### src/rtl/matmul_operand_sequencer_if.sv
// Bundle of operand-write, control, core-side and result-side signals for
// matmul_operand_sequencer. The sequencer connects through the slave modport.
interface matmul_operand_sequencer_if #(
    parameter int DIM_P       = 4,
    parameter int WIDTH_P     = 8,
    parameter int ACC_WIDTH_P = 32
);
    localparam int AW = $clog2(DIM_P * DIM_P);
    localparam int IW = $clog2(DIM_P);

    logic                          wr_en_i;
    logic                          wr_sel_i;
    logic [AW-1:0]                 wr_addr_i;
    logic signed [WIDTH_P-1:0]     wr_data_i;
    logic                          start_i;
    logic                          busy_o;
    logic                          done_o;
    logic                          core_acc_clear_o;
    logic                          core_valid_o;
    logic signed [WIDTH_P-1:0]     core_a_o;
    logic signed [WIDTH_P-1:0]     core_b_o;
    logic signed [ACC_WIDTH_P-1:0] core_result_i;
    // Result handshake: a result transfers on a rising edge where res_valid_o
    // and res_ready_i are both high; while valid waits, data/row/col stay fixed.
    logic                          res_valid_o;
    logic                          res_ready_i;
    logic signed [ACC_WIDTH_P-1:0] res_data_o;
    logic [IW-1:0]                 res_row_o;
    logic [IW-1:0]                 res_col_o;
    logic [2:0]                    state_dbg_o;

    modport slave (
        input  wr_en_i, wr_sel_i, wr_addr_i, wr_data_i, start_i,
        input  core_result_i, res_ready_i,
        output busy_o, done_o, core_acc_clear_o, core_valid_o, core_a_o, core_b_o,
        output res_valid_o, res_data_o, res_row_o, res_col_o, state_dbg_o
    );

    modport master (
        output wr_en_i, wr_sel_i, wr_addr_i, wr_data_i, start_i,
        output core_result_i, res_ready_i,
        input  busy_o, done_o, core_acc_clear_o, core_valid_o, core_a_o, core_b_o,
        input  res_valid_o, res_data_o, res_row_o, res_col_o, state_dbg_o
    );
endinterface

### src/rtl/matmul_operand_sequencer.sv
// Operand store and element sequencer for the matmul_core MAC: feeds one
// (A[i][k], B[k][j]) pair per cycle and hands each C[i][j] downstream.
module matmul_operand_sequencer #(
    parameter int DIM_P       = 4,
    parameter int WIDTH_P     = 8,
    parameter int ACC_WIDTH_P = 32
) (
    input logic                          clk_i,
    input logic                          reset_ni,
    matmul_operand_sequencer_if.slave    bus
);
    localparam int NN = DIM_P * DIM_P;
    localparam int AW = $clog2(NN);
    localparam int IW = $clog2(DIM_P);
    localparam logic [IW-1:0] LAST = IW'(DIM_P - 1);

    typedef enum logic [2:0] {
        ST_IDLE  = 3'd0,
        ST_CLEAR = 3'd1,
        ST_FEED  = 3'd2,
        ST_DRAIN = 3'd3,
        ST_OUT   = 3'd4
    } state_e;

    state_e                        state_q, state_d;
    logic [IW-1:0]                 i_q, i_d;
    logic [IW-1:0]                 j_q, j_d;
    logic [IW-1:0]                 k_q, k_d;
    logic signed [ACC_WIDTH_P-1:0] res_data_q, res_data_d;
    logic                          done_q, done_d;

    // Operand storage carries no reset; contents are defined only once written.
    logic signed [WIDTH_P-1:0] a_mem_q [NN];
    logic signed [WIDTH_P-1:0] b_mem_q [NN];
    logic                      wr_ok;
    logic [AW-1:0]             a_idx;
    logic [AW-1:0]             b_idx;
    logic                      feeding;

    assign wr_ok = bus.wr_en_i && (state_q == ST_IDLE) && (int'(bus.wr_addr_i) < NN);

    always_ff @(posedge clk_i) begin
        if (wr_ok) begin
            if (bus.wr_sel_i) begin
                b_mem_q[bus.wr_addr_i] <= bus.wr_data_i;
            end else begin
                a_mem_q[bus.wr_addr_i] <= bus.wr_data_i;
            end
        end
    end

    assign a_idx   = AW'(int'(i_q) * DIM_P + int'(k_q));
    assign b_idx   = AW'(int'(k_q) * DIM_P + int'(j_q));
    assign feeding = (state_q == ST_FEED);

    always_comb begin
        state_d    = state_q;
        i_d        = i_q;
        j_d        = j_q;
        k_d        = k_q;
        res_data_d = res_data_q;
        done_d     = 1'b0;
        case (state_q)
            ST_IDLE: begin
                if (bus.start_i) begin
                    state_d = ST_CLEAR;
                    i_d     = '0;
                    j_d     = '0;
                end
            end
            ST_CLEAR: begin
                k_d     = '0;
                state_d = ST_FEED;
            end
            ST_FEED: begin
                k_d = k_q + 1'b1;
                if (k_q == LAST) begin
                    k_d     = '0;
                    state_d = ST_DRAIN;
                end
            end
            ST_DRAIN: begin
                // The core's accumulator has absorbed the last product by now.
                res_data_d = bus.core_result_i;
                state_d    = ST_OUT;
            end
            ST_OUT: begin
                if (bus.res_ready_i) begin
                    if ((i_q == LAST) && (j_q == LAST)) begin
                        state_d = ST_IDLE;
                        done_d  = 1'b1;
                        i_d     = '0;
                        j_d     = '0;
                    end else if (j_q == LAST) begin
                        j_d     = '0;
                        i_d     = i_q + 1'b1;
                        state_d = ST_CLEAR;
                    end else begin
                        j_d     = j_q + 1'b1;
                        state_d = ST_CLEAR;
                    end
                end
            end
            default: state_d = ST_IDLE;
        endcase
    end

    always_ff @(posedge clk_i or negedge reset_ni) begin
        if (!reset_ni) begin
            state_q    <= ST_IDLE;
            i_q        <= '0;
            j_q        <= '0;
            k_q        <= '0;
            res_data_q <= '0;
            done_q     <= 1'b0;
        end else begin
            state_q    <= state_d;
            i_q        <= i_d;
            j_q        <= j_d;
            k_q        <= k_d;
            res_data_q <= res_data_d;
            done_q     <= done_d;
        end
    end

    assign bus.busy_o           = (state_q != ST_IDLE);
    assign bus.done_o           = done_q;
    assign bus.core_acc_clear_o = (state_q == ST_CLEAR);
    assign bus.core_valid_o     = feeding;
    assign bus.core_a_o         = feeding ? a_mem_q[a_idx] : '0;
    assign bus.core_b_o         = feeding ? b_mem_q[b_idx] : '0;
    assign bus.res_valid_o      = (state_q == ST_OUT);
    assign bus.res_data_o       = res_data_q;
    assign bus.res_row_o        = i_q;
    assign bus.res_col_o        = j_q;
    assign bus.state_dbg_o      = state_q;
endmodule

### src/flat_wrapper.sv
// flat-port wrapper written by rule: the top's interface ports become plain ports
module matmul_operand_sequencer_flat 
#(
    parameter int DIM_P       = 4,
    parameter int WIDTH_P     = 8,
    parameter int ACC_WIDTH_P = 32
)
  (clk_i, reset_ni, bus_wr_en_i, bus_wr_sel_i, bus_wr_addr_i, bus_wr_data_i, bus_start_i, bus_core_result_i, bus_res_ready_i, bus_busy_o, bus_done_o, bus_core_acc_clear_o, bus_core_valid_o, bus_core_a_o, bus_core_b_o, bus_res_valid_o, bus_res_data_o, bus_res_row_o, bus_res_col_o, bus_state_dbg_o);
  matmul_operand_sequencer_if #(.DIM_P(DIM_P), .WIDTH_P(WIDTH_P), .ACC_WIDTH_P(ACC_WIDTH_P)) bus_i ();
  input logic clk_i;
  input logic reset_ni;
  input wire logic [$bits(bus_i.wr_en_i)-1:0] bus_wr_en_i;
  input wire logic [$bits(bus_i.wr_sel_i)-1:0] bus_wr_sel_i;
  input wire logic [$bits(bus_i.wr_addr_i)-1:0] bus_wr_addr_i;
  input wire logic [$bits(bus_i.wr_data_i)-1:0] bus_wr_data_i;
  input wire logic [$bits(bus_i.start_i)-1:0] bus_start_i;
  input wire logic [$bits(bus_i.core_result_i)-1:0] bus_core_result_i;
  input wire logic [$bits(bus_i.res_ready_i)-1:0] bus_res_ready_i;
  output wire logic [$bits(bus_i.busy_o)-1:0] bus_busy_o;
  output wire logic [$bits(bus_i.done_o)-1:0] bus_done_o;
  output wire logic [$bits(bus_i.core_acc_clear_o)-1:0] bus_core_acc_clear_o;
  output wire logic [$bits(bus_i.core_valid_o)-1:0] bus_core_valid_o;
  output wire logic [$bits(bus_i.core_a_o)-1:0] bus_core_a_o;
  output wire logic [$bits(bus_i.core_b_o)-1:0] bus_core_b_o;
  output wire logic [$bits(bus_i.res_valid_o)-1:0] bus_res_valid_o;
  output wire logic [$bits(bus_i.res_data_o)-1:0] bus_res_data_o;
  output wire logic [$bits(bus_i.res_row_o)-1:0] bus_res_row_o;
  output wire logic [$bits(bus_i.res_col_o)-1:0] bus_res_col_o;
  output wire logic [$bits(bus_i.state_dbg_o)-1:0] bus_state_dbg_o;
  assign bus_i.wr_en_i = bus_wr_en_i;
  assign bus_i.wr_sel_i = bus_wr_sel_i;
  assign bus_i.wr_addr_i = bus_wr_addr_i;
  assign bus_i.wr_data_i = bus_wr_data_i;
  assign bus_i.start_i = bus_start_i;
  assign bus_i.core_result_i = bus_core_result_i;
  assign bus_i.res_ready_i = bus_res_ready_i;
  assign bus_busy_o = bus_i.busy_o;
  assign bus_done_o = bus_i.done_o;
  assign bus_core_acc_clear_o = bus_i.core_acc_clear_o;
  assign bus_core_valid_o = bus_i.core_valid_o;
  assign bus_core_a_o = bus_i.core_a_o;
  assign bus_core_b_o = bus_i.core_b_o;
  assign bus_res_valid_o = bus_i.res_valid_o;
  assign bus_res_data_o = bus_i.res_data_o;
  assign bus_res_row_o = bus_i.res_row_o;
  assign bus_res_col_o = bus_i.res_col_o;
  assign bus_state_dbg_o = bus_i.state_dbg_o;
  matmul_operand_sequencer #(.DIM_P(DIM_P), .WIDTH_P(WIDTH_P), .ACC_WIDTH_P(ACC_WIDTH_P)) u_core (.clk_i(clk_i), .reset_ni(reset_ni), .bus(bus_i));
endmodule
### config.mk
export PLATFORM = sky130hd
export DESIGN_NAME = matmul_operand_sequencer_flat
export DESIGN_NICKNAME = d
export VERILOG_FILES = /design/src/rtl/matmul_operand_sequencer_if.sv /design/src/rtl/matmul_operand_sequencer.sv /design/src/flat_wrapper.sv
export SDC_FILE = /design/constraint.sdc
export NUM_CORES = 1
export LEC_CHECK = 0
export CAP_MARGIN = 20
export CORE_ASPECT_RATIO = 1.2
export CORE_MARGIN = 2
export CORE_UTILIZATION = 61
export DETAILED_ROUTE_END_ITERATION = 6
export PLACE_DENSITY_LB_ADDON = 0.1
export SLEW_MARGIN = 20
export SYNTH_ARGS = -nofsm -noshare
export SYNTH_HDL_FRONTEND = slang
export SYNTH_SLANG_ARGS = --single-unit
### constraint.sdc
create_clock -name clk_i -period 6.1 [get_ports clk_i]
set_input_delay 1.22 -clock clk_i [delete_from_list [all_inputs] [get_ports clk_i]]
set_output_delay 1.22 -clock clk_i [all_outputs]
set_load 0.03 [all_outputs]
# Yosys cells after proc, flatten, opt, wreduce, memory -nomap -nowiden
# Memory sizes are Yosys's and may differ from the RTL's.
# Index checks and enable logic that the tools add are counted.
# totals
regBits,42
latchBits,0
ramBits,256
mem_bits_ro,0
in_bits,50
output_inout_bits,60
wordCells,60
memories,2
# classes
addsub,5
n_mul,0
n_div,0
n_lt_le_gt_ge,0
n_eq_ne,11
shift,0
muxes,27
bitwise_logic,0
reduce_logical,9
# mem_list
name,depth,word_bits,read_ports,rd_ports_with_merged_regs,wr,line,source
u_core.a_mem_q,16,8,1,0,1,matmul_operand_sequencer.sv:33,logic signed [WIDTH_P-1:0] a_mem_q [NN];
u_core.b_mem_q,16,8,1,0,1,matmul_operand_sequencer.sv:34,logic signed [WIDTH_P-1:0] b_mem_q [NN];
# op_table
op,count
2-bit 2-to-1 mux,8
8-bit 2-to-1 mux,2
3-bit case mux with 5 select lines,1
2-bit case mux with 2 select lines,3
1-bit 2-to-1 mux,10
3-bit 2-to-1 mux,3
4-bit by 2-bit adder with 4-bit output,2
2-bit by 1-bit adder with 2-bit output (second input constant),3
2-bit == test (second input constant),3
3-bit by 2-bit == test with 1-bit output (second input constant),2
2-bit != test (second input constant),3
3-bit AND reduction,2
4-bit AND reduction,1
2-bit nonzero test,2
3-bit by 1-bit == test with 1-bit output (second input constant),1
3-bit == test (second input constant),1
3-bit zero test,1
3-bit by 1-bit != test with 1-bit output (second input constant),1
3-bit nonzero test,1
1-bit logical AND,2

# Longest topological paths before layout
# depth
word_depth,5
depth_mapped,7
ltp_nobuf,6

# Worst setup path before layout
# Ideal clock, no wire load.
# synth_path
path_type,reg-to-output
startpoint,"register u_core.j_q[0], in the netlist u_core.bus.res_col_o[0]"
endpoint,output port bus_core_b_o[6]
t_arrival_ps,1947
required_time_ps,4880
setup_slack_ps,2933
stages_incl_launch_ff,6
path_buffers,1
path_cell_list,dfrtp_1 -> buf_6 -> mux4_2 -> nor2b_1 -> a211oi_1 -> a211oi_1
# synth_via
elab_chain_len,3
# synth_rtl
element,line,source
from (decl),matmul_operand_sequencer.sv:27,"logic [IW-1:0] j_q, j_d;"
from (signal assigned),matmul_operand_sequencer.sv:119,j_q <= j_d;
4-bit by 2-bit adder with 4-bit output,matmul_operand_sequencer.sv:53,assign b_idx = AW'(int'(k_q) * DIM_P + int'(j_q));
memory 16 x 8 bit,n/a,
8-bit 2-to-1 mux,matmul_operand_sequencer.sv:131,assign bus.core_b_o = feeding ? b_mem_q[b_idx] : '0;
to (decl),flat_wrapper.sv:24,output wire logic [$bits(bus_i.core_b_o)-1:0] bus_core_b_o;
# No other way between the ends.

# Final worst setup path
# layout_path
startpoint,register u_core.k_q[1]
endpoint,output port bus_core_a_o[3]
# layout_via
elab_chain_len,3
# layout_rtl
element,line,source
from (decl),matmul_operand_sequencer.sv:28,"logic [IW-1:0] k_q, k_d;"
from (signal assigned),matmul_operand_sequencer.sv:120,k_q <= k_d;
4-bit by 2-bit adder with 4-bit output,matmul_operand_sequencer.sv:52,assign a_idx = AW'(int'(i_q) * DIM_P + int'(k_q));
memory 16 x 8 bit,n/a,
8-bit 2-to-1 mux,matmul_operand_sequencer.sv:130,assign bus.core_a_o = feeding ? a_mem_q[a_idx] : '0;
to (decl),flat_wrapper.sv:23,output wire logic [$bits(bus_i.core_a_o)-1:0] bus_core_a_o;
# No other way between the ends.

==> Flow_metrics.wiki <==
{| class="wikitable"
! Metric !! Value
|-
| Total placed instance area || 13000 µm²
|-
| Vias || 5884
|-
| Number of slew-limit violations in the final report || 0
|-
| Setup Slack @ Placement || 2040 ps
|-
| Register bit total from synthesis || 298
|-
| Global-route wire length before repair || 35400 µm
|-
| Detailed Routing Iterations Pass 1 || 5
|-
| Worst-Skew Late Latency || 530 ps
|-
| Async S/R FF share, synth || 14.1%
|-
| Area of the placeable core || 18900 µm²
|-
| Part of the Yosys area used for sequential elements || 74.5%
|-
| Number of buffers inserted by post-CTS setup repair || 0
|-
| Layout-stage area growth over the synthesis result || 18.1%
|-
| Height of the chip || about 160 µm
|-
| Starting Density || 62.2%
|-
| Sequential Area || ~9000 µm²
|-
| Kind of start point of the critical path || register
|-
| Number of failing setup endpoints in the final timing report || 0
|-
| Dominant cell type by area after synthesis || sky130_fd_sc_hd__edfxtp_1
|-
| Inserted Clock Buffers || 27
|-
| Hold wc startpoint || u_core.bus.res_data_o[23]
|-
| Critical path peak fanout || 43
|-
| DR vias/cell || 6.10
|-
| Maximum clock frequency || 217 MHz
|-
| Final period util || 75.4%
|-
| Skew final || 8.12 ps
|-
| R2R Setup Slk || 3530 ps
|-
| H-tree levels || 1
|-
| Maximum number of pins on one net before global-route repair || 44
|-
| Share of layout cells above drive strength 1 || 21.7%
|-
| Cell at the root of the clock tree || sky130_fd_sc_hd__clkbuf_16
|-
| Top cells by count, synth || sky130_fd_sc_hd__edfxtp_1 (256), sky130_fd_sc_hd__mux4_2 (56), sky130_fd_sc_hd__dfrtp_1 (42)
|-
| Non-filler instance count after layout || between 900 and 1000
|-
| Most frequent cell after synthesis || sky130_fd_sc_hd__edfxtp_1
|-
| Count of port buffers added during placement || 109
|-
| Count of flip-flops with a built-in enable after synthesis || 256
|-
| Setup repair after global routing missed its margin || no
|-
| Relative slew slack || 29.0%
|-
| Remaining Overflow, GRT || 0
|-
| First DRT Iteration DRCs || 341
|-
| Summed area of non-filler cells in the final layout || 13800 µm²
|-
| Post-CTS Hold Buffers || 0
|-
| Main flop type after synthesis || sky130_fd_sc_hd__edfxtp_1
|-
| Maximum buffer depth of the clock tree || 3
|-
| Library cells used by synthesis || ~40
|-
| Source of the critical timing path || u_core.k_q[1]
|-
| Area share of the leading cell type in the synthesized netlist || about two thirds
|-
| Worst path arrival time || 3380 ps
|-
| Worst EP required || 4880 ps
|-
| Cell leakage power || around 4.6 nW
|-
| Largest cells by area after synthesis || sky130_fd_sc_hd__edfxtp_1 (66%), sky130_fd_sc_hd__mux4_2 (11%), sky130_fd_sc_hd__dfrtp_1 (9.0%)
|-
| Combined area of all synthesized cells || between 10000 and 15000 µm²
|-
| Wire length reported by the detailed router || approximately 23000 µm
|-
| Class of the worst hold path || register to register
|-
| Worst-case hold slack || between 500 and 600 ps
|-
| Die outline area || 20400 µm²
|-
| Final core utilization || 73.4%
|-
| Area occupied by multi-input gates || 2760 µm²
|-
| Final hold vios || 0
|-
| Clock slew at reported path FFs || around 60 ps
|-
| Total number of clock tree sinks || 298
|-
| Count of fill cells added during filler insertion || between 1000 and 1500
|-
| Critical R2R Launch || u_core.bus.state_dbg_o[2]
|-
| Power, Total || 5.77 mW
|-
| Antenna violations before repair || 0
|-
| Last weighted congestion value of the routability-driven placer || around 0.79
|-
| Number of nets in the layout || 743
|-
| Number of antenna cells inserted || 0
|-
| Capturing element type of the critical path || output port
|-
| Setup ws final || 1500 ps
|-
| VDD IR-drop max || 0.313 mV
|-
| Slew at the pin closest to its max-slew limit || 1060 ps
|-
| Total negative setup slack || 0 ps
|-
| Placed cell count || 917
|-
| Vias in the first global route || slightly above 6000
|-
| Pwr Density || approximately 420 nW/µm²
|-
| Average detailed-routed wire length per instance || 24.3 µm
|-
| Avg Synthesized Cell Area || between 20 and 25 µm²
|-
| I/O pin count || 110
|-
| Horiz. Die Dim || 131 µm
|-
| Max-cap violations || 0
|-
| CP Class || register to output port
|-
| Post-cts repair resize count || 0
|-
| Synth warn || 0
|-
| Synthesized instance count || 568
|-
| Remaining antenna violation count after routing || 0
|-
| Rows || 55
|-
| Post-detailed-route DRC marker count || 0
|-
| Outcome || finished, final reports clean
|-
| TritonCTS clock tree || done
|-
| Total Routing Usage GR || 23.8%
|-
| Final period demand of the worst path || between 4000 and 5000 ps
|-
| Half-perimeter wire length after detailed placement || 15200 µm
|-
| Syn_nets || between 600 and 700
|}
registers in the layout, summed over array words and instances (netlist names):
register                cells
u_core.bus.done_o           1
u_core.a_mem_q            128
u_core.b_mem_q            128
u_core.k_q                  2
u_core.bus.res_data_o      32
u_core.bus.res_col_o        2
u_core.bus.res_row_o        2
u_core.bus.state_dbg_o      3
worst max-delay path, cell delays in order (launching register included):
cell                              delay (ps)
sky130_fd_sc_hd__dfrtp_2                1070
sky130_fd_sc_hd__buf_4                   360
sky130_fd_sc_hd__mux4_2                  320
sky130_fd_sc_hd__mux2i_1                 320
sky130_fd_sc_hd__o22ai_1                 150
sky130_fd_sc_hd__clkdlybuf4s50_1         620
kinds of logic after synthesis:
group | synth area share [%]
AOI/OAI and AO/OA | 1.67
adders and majority gates | 0.320
buffers and inverters | 1.97
DFF | 74.5
muxes | 18.4
and+or+nand+nor | 3.16
worst paths after layout:
check	to	cells after the start
setup / recovery	bus_core_a_o[3]	5
hold / removal	u_core.bus.res_data_o[23]	1
setup reg to reg	u_core.b_mem_q[3][7]	5
hold reg to reg	u_core.bus.res_data_o[23]	1
max in group asynchronous	u_core.k_q[1]	1
min in group asynchronous	u_core.bus.res_data_o[15]	1
metal layers:
| layer | part of all wire [%] | track usage (%) |
|---|---|---|
| met1 | 39 | 31.8 |
| met2 | 52 | 41.4 |
| met3 | 7.6 | 3.91 |
| met4 | 2.0 | 5.88 |
| met5 | 0 | 0 |
cells in the final DEF (no fill, tap or decap), drive strengths merged, types with 3 or more instances in the layout:
master / count
clkbuf: 30
clkdlybuf4s50: 101
clkinvlp: 5
dfrtp: 42
nand2: 14
mux4: 64
mux2: 34
nand2b: 7
inv: 3
nor3: 9
clkinv: 11
buf: 22
ha: 3
bufinv: 3
mux2i: 30
edfxtp: 256
nand3b: 5
o22ai: 14
nor2: 33
layout make-up:
class / count / area share [%]
clock inverter: 18 / 1.21
timing repair buffer: 123 / 8.35
inverter: 4 / 0.108
clock buffer: 30 / 4.96
sequential: 298 / 63.1
tap: 256 / 2.31
multi-input combinational: 236 / 19.9
report_power, final:
part	switching [mW]	leakage, nW	internal (mW)
Combinational	0.825	1.42	0.769
Clock	0.699	0.400	0.934
Sequential	0.183	2.80	2.36
No activity file was read; power rests on OpenSTA's default activity.
